[config.mk]
export PLATFORM = sky130hd
export DESIGN_NAME = csr_enc_hls_deadlock_detector
export DESIGN_NICKNAME = d
export VERILOG_FILES = /design/src/rtl/csr_enc_dbg_pkg.sv /design/src/rtl/csr_enc_sat_counter.sv /design/src/rtl/csr_enc_hls_deadlock_detector.sv
export SDC_FILE = /design/constraint.sdc
export NUM_CORES = 1
export LEC_CHECK = 0
export ABC_AREA = 1
export CAP_MARGIN = 10
export CORE_UTILIZATION = 40
export CTS_CLUSTER_DIAMETER = 150
export DETAILED_ROUTE_END_ITERATION = 7
export PLACE_DENSITY = 0.62
export SYNTH_ARGS = -nofsm -noshare
export SYNTH_HDL_FRONTEND = slang
export SYNTH_SLANG_ARGS = --single-unit
[constraint.sdc]
create_clock -name clock -period 2 [get_ports clock]
set_clock_uncertainty 0.1 [all_clocks]
set_input_delay 0.4 -clock clock [delete_from_list [all_inputs] [get_ports clock]]
set_output_delay 0.4 -clock clock [all_outputs]
set_load 0.1 [all_outputs]
[src/rtl/csr_enc_dbg_pkg.sv]
// Shared types and sizing constants for the csr_enc debug/monitor blocks.
package csr_enc_dbg_pkg;

  localparam int AXIS_PORTS = 4;
  localparam int NUM_INST   = 4;

  typedef enum logic [1:0] {
    IDLE     = 2'd0,
    SUSPECT  = 2'd1,
    DEADLOCK = 2'd2
  } dd_state_e;

endpackage

[src/rtl/csr_enc_sat_counter.sv]
// Event counter that sticks at its all-ones value instead of wrapping.
module csr_enc_sat_counter #(
  parameter int W = 16
) (
  input  logic         clock,
  input  logic         reset,
  input  logic         inc,
  output logic [W-1:0] value
);

  always_ff @(posedge clock or posedge reset) begin
    if (reset) begin
      value <= '0;
    end else if (inc && (value != {W{1'b1}})) begin
      value <= value + W'(1);
    end
  end

endmodule

[src/rtl/csr_enc_hls_deadlock_detector.sv]
// Confirms a deadlock once the idx0 monitor reports block for CONFIRM_CYCLES
// consecutive cycles, then holds a sticky flag plus debug snapshots until cleared.
module csr_enc_hls_deadlock_detector
  import csr_enc_dbg_pkg::*;
#(
  parameter int CONFIRM_CYCLES = 64,
  parameter int CNT_W          = 16
) (
  input  logic                  clock,
  input  logic                  reset,
  input  logic                  monitor_block,
  input  logic [AXIS_PORTS-1:0] axis_block_sigs,
  input  logic [NUM_INST-1:0]   inst_idle_sigs,
  input  logic                  clear,
  output logic                  deadlock_detected,
  output logic                  deadlock_pulse,
  output logic [AXIS_PORTS-1:0] axis_snapshot,
  output logic [NUM_INST-1:0]   idle_snapshot,
  output logic [CNT_W-1:0]      deadlock_count,
  output logic [CNT_W-1:0]      false_alarm_count
);

  localparam logic [CNT_W-1:0] RUN_LAST = CNT_W'(CONFIRM_CYCLES - 1);
  localparam logic [CNT_W-1:0] RUN_ONE  = CNT_W'(1);

  dd_state_e        state, next_state;
  logic [CNT_W-1:0] run, next_run;
  logic             confirm, abort;

  always_ff @(posedge clock or posedge reset) begin
    if (reset) begin
      state <= IDLE;
      run   <= '0;
    end else begin
      state <= next_state;
      run   <= next_run;
    end
  end

  // run counts the consecutive blocked samples already seen in SUSPECT
  always_comb begin
    next_state = state;
    next_run   = run;
    if (clear) begin
      next_state = IDLE;
      next_run   = '0;
    end else begin
      case (state)
        IDLE: begin
          if (monitor_block) begin
            if (CONFIRM_CYCLES == 1) begin
              next_state = DEADLOCK;
              next_run   = '0;
            end else begin
              next_state = SUSPECT;
              next_run   = RUN_ONE;
            end
          end
        end
        SUSPECT: begin
          if (!monitor_block) begin
            next_state = IDLE;
            next_run   = '0;
          end else if (run == RUN_LAST) begin
            next_state = DEADLOCK;
            next_run   = '0;
          end else begin
            next_run = run + RUN_ONE;
          end
        end
        DEADLOCK: begin
          next_state = DEADLOCK;
        end
        default: begin
          next_state = IDLE;
          next_run   = '0;
        end
      endcase
    end
  end

  // clear already forces next_state to IDLE, so it masks both events here
  always_comb begin
    confirm = 1'b0;
    abort   = 1'b0;
    if (state != DEADLOCK && next_state == DEADLOCK) begin
      confirm = 1'b1;
    end
    if (state == SUSPECT && next_state == IDLE && !clear) begin
      abort = 1'b1;
    end
  end

  always_ff @(posedge clock or posedge reset) begin
    if (reset) begin
      deadlock_detected <= 1'b0;
      deadlock_pulse    <= 1'b0;
      axis_snapshot     <= '0;
      idle_snapshot     <= '0;
    end else if (clear) begin
      deadlock_detected <= 1'b0;
      deadlock_pulse    <= 1'b0;
      axis_snapshot     <= '0;
      idle_snapshot     <= '0;
    end else begin
      deadlock_pulse <= confirm;
      if (confirm) begin
        deadlock_detected <= 1'b1;
        axis_snapshot     <= axis_block_sigs;
        idle_snapshot     <= inst_idle_sigs;
      end
    end
  end

  csr_enc_sat_counter #(.W(CNT_W)) u_deadlock_cnt (
    .clock (clock),
    .reset (reset),
    .inc   (confirm),
    .value (deadlock_count)
  );

  csr_enc_sat_counter #(.W(CNT_W)) u_false_alarm_cnt (
    .clock (clock),
    .reset (reset),
    .inc   (abort),
    .value (false_alarm_count)
  );

endmodule
==> metrics.txt <==
CTS max path bufs=2; area of the multi-input gates=1600 um2; Finished Layout Cells=594; Yosys reg bits=60; Clock Sinks=60; met3 Usage GRT=4.02%; Pins Over Slew Limit=0; core area=7850 um2; Design Area, Final=4720 um2; number of fill cells=693; Vias per Instance=4.96; r2r setup slk=0.13 ns; final setup margin=0.127 ns; initial drt markers=141; Post-DRT Antenna Nets=0; initial core utilization=41.9%; Max Freq=534 MHz; post-synth net total=429; fraction of layout cells with a size suffix above 1=26.4%; Placement Cell Area=4480 um2; busiest layer in global routing=met2; worst slack at placement=-0.0496 ns; Worst setup SP type=register; M1 GR Usage=25.9%; first-pass GRT wire length=13200 um; CP max stage delay=0.38 ns; Avg Cell Area, Syn=7.93 um2; # DRC=0; die area=8580 um2; synthesis-to-layout area growth=43.7%; R2R Path End=u_deadlock_cnt.value[7]; I/O Buffers=53; cell count after placement=578; vias in the first global route=2852; Worst path most repeated cell=nand2_1; Leak=2.11 nW; DIE HEIGHT=92.6 um; Setup Fix Bufs, Post-CTS=0; Final #Nets=502; final wirelength=7670 um; CP endpoint kind=register; Critical-path top delay cell=dfrtp_1; Max VDD drop=0.452 mV; crit-path max FO=16; TritonCTS buffer count=9; final setup vio count=0; mapped cell area=3280 um2; initial antenna violation count=0; largest net degree at the start of global routing=61; commonest non-fill, non-tap cell in the layout=nand2_1; Worst path depth=8; Synth cell types=32; crit-path leading delay family=simple AND/OR/NAND/NOR gates; Max-Cap Viols=0; status=completed; Critical Path RT=2.13 ns; overall routing resource usage=19.6%; Root Buffer=clkbuf_8; Critical Path AT=2.00 ns; gp weighted congestion=0.797; synth warn=0; R2R depth=8; crit path cell chain=ha_1, nand3_2, nor2_4, nand3_1, nor2_2, nand4_4, nand2_1, nand2_1; RSZ-0062 raised after global routing=yes; Slew HR=78.1%; GRT met2 Usage=31.2%; DR vias=2945; per-cell routed wire length=12.9 um; commonest non-fill, non-tap cells in the layout=130 x nand2_1, 44 x nand3_1, 43 x buf_12; Synth Instances=414; CTS tree=done; critical setup path kind=reg -> reg; Overflow after GRT=0; pwr dens=676 nW/um2; register area share after synthesis=45.7%; Worst-path clk slew=0.07 ns; Die X=92.6 um; Tcrit/Tclk final=93.7%; R2R Path Start=run[1]; CTS H-tree lvls=3; HPWL after DPL=5560 um; clock latency on the worst-skew pair=0.34 ns; ant diodes=0; final setup TNS=0 ns; min Tclk post-route=1.87 ns; drt first pass iters=4; Hold Path Class=in -> async; Row Count=32; worst-margin pin slew=0.328 ns; area occupied by registers=1550 um2; Top Ports=54; Final Hold Fails=0; buffers and inverters on the worst path=0
==> tightest hold or removal path: cells and delay by family <==
kind / cells / cell delay [ns]
buffers and inverters: 3 / 0.82
==> cells in the mapped netlist (all sizes together) <==
cell type / instances / area share, %
nand2: 133 / 15
dfrtp: 60 / 46
nor2: 55 / 7.6
nand3: 46 / 7.3
inv: 37 / 4.2
xor2: 15 / 4.0
xnor2: 13 / 3.5
nand4: 11 / 3.7
nor3: 10 / 1.9
a21oi: 8 / 1.2
o21ai: 8 / 1.2
buf: 4 / 1.1
ha: 3 / 1.1
clkinv: 2 / 0.23
nand3b: 2 / 0.46
a22oi: 1 / 0.23
a31oi: 1 / 0.19
and3: 1 / 0.19
clkbuf: 1 / 0.23
nor4: 1 / 0.19
o22ai: 1 / 0.19
or2: 1 / 0.19
==> registers in the layout, indices dropped and copies added, names as in the netlist <==
signal,count
axis_snapshot,4
deadlock_detected,1
deadlock_pulse,1
idle_snapshot,4
run,16
state,2
u_deadlock_cnt.value,16
u_false_alarm_cnt.value,16
==> where the power goes <==
group	leakage, nW	switching [W]	internal, W
Clock	0.113	0.000492	0.000768
Combinational	1.22	0.000403	0.000223
Sequential	0.779	0.0000392	0.00127
==> per-stage QoR <==
stage	util, %	power [W]	hold WS (ns)
2_1_floorplan	-	0.00169	0.363
6_report	60.1	0.00319	0.384
5_1_grt	60.1	0.00331	0.420
3_3_place_gp	57.1	0.00195	0.398
4_1_cts	60.0	0.00323	0.398
3_5_place_dp	57.1	0.00196	0.406
==> layer usage <==
layer | wire length (um) | share of wire, %
met1 | 3480 | 45
met2 | 3660 | 48
met3 | 367 | 4.8
met4 | 159 | 2.1
met5 | 0 | 0
==> repair_timing <==
item,4_1_cts,5_1_grt
resized for setup,0,4
hold buffers,0,0
setup endpoints to repair,0,10
==> how the worst max path moves through the flow <==
stage                                     from  slack (ns)                           to
floorplan              u_deadlock_cnt.value[0]       0.006     u_deadlock_cnt.value[15]
global placement                 monitor_block      -0.004  u_false_alarm_cnt.value[13]
detailed placement               monitor_block       -0.05  u_false_alarm_cnt.value[13]
CTS                 u_false_alarm_cnt.value[0]        0.07  u_false_alarm_cnt.value[13]
global route                            run[1]      -0.002      u_deadlock_cnt.value[8]
finish                                  run[1]        0.13      u_deadlock_cnt.value[7]
==> final cells by class <==
type,instances,area share (%)
clock buffers,12,3.29
clock inverters,4,1.54
inverters,39,3.18
multi-input cells,310,33.9
flip-flops and latches,60,32.7
well taps,102,2.70
repair buffers,67,22.6
==> kinds of logic (layout without fill, tap and decap cells) <==
| logic type | Yosys count | count (layout) | share of synthesized area, % |
|---|---|---|---|
| AND/OR/NAND/NOR | 260 | 260 | 36.8 |
| flip-flops | 60 | 60 | 45.7 |
| buffers and inverters | 44 | 122 | 5.83 |
| XOR/XNOR | 28 | 28 | 7.47 |
| AO/OA/AOI/OAI | 19 | 19 | 3.05 |
| adder cells (fa/ha/maj) | 3 | 3 | 1.14 |
Power figures use the tool's default switching activity.
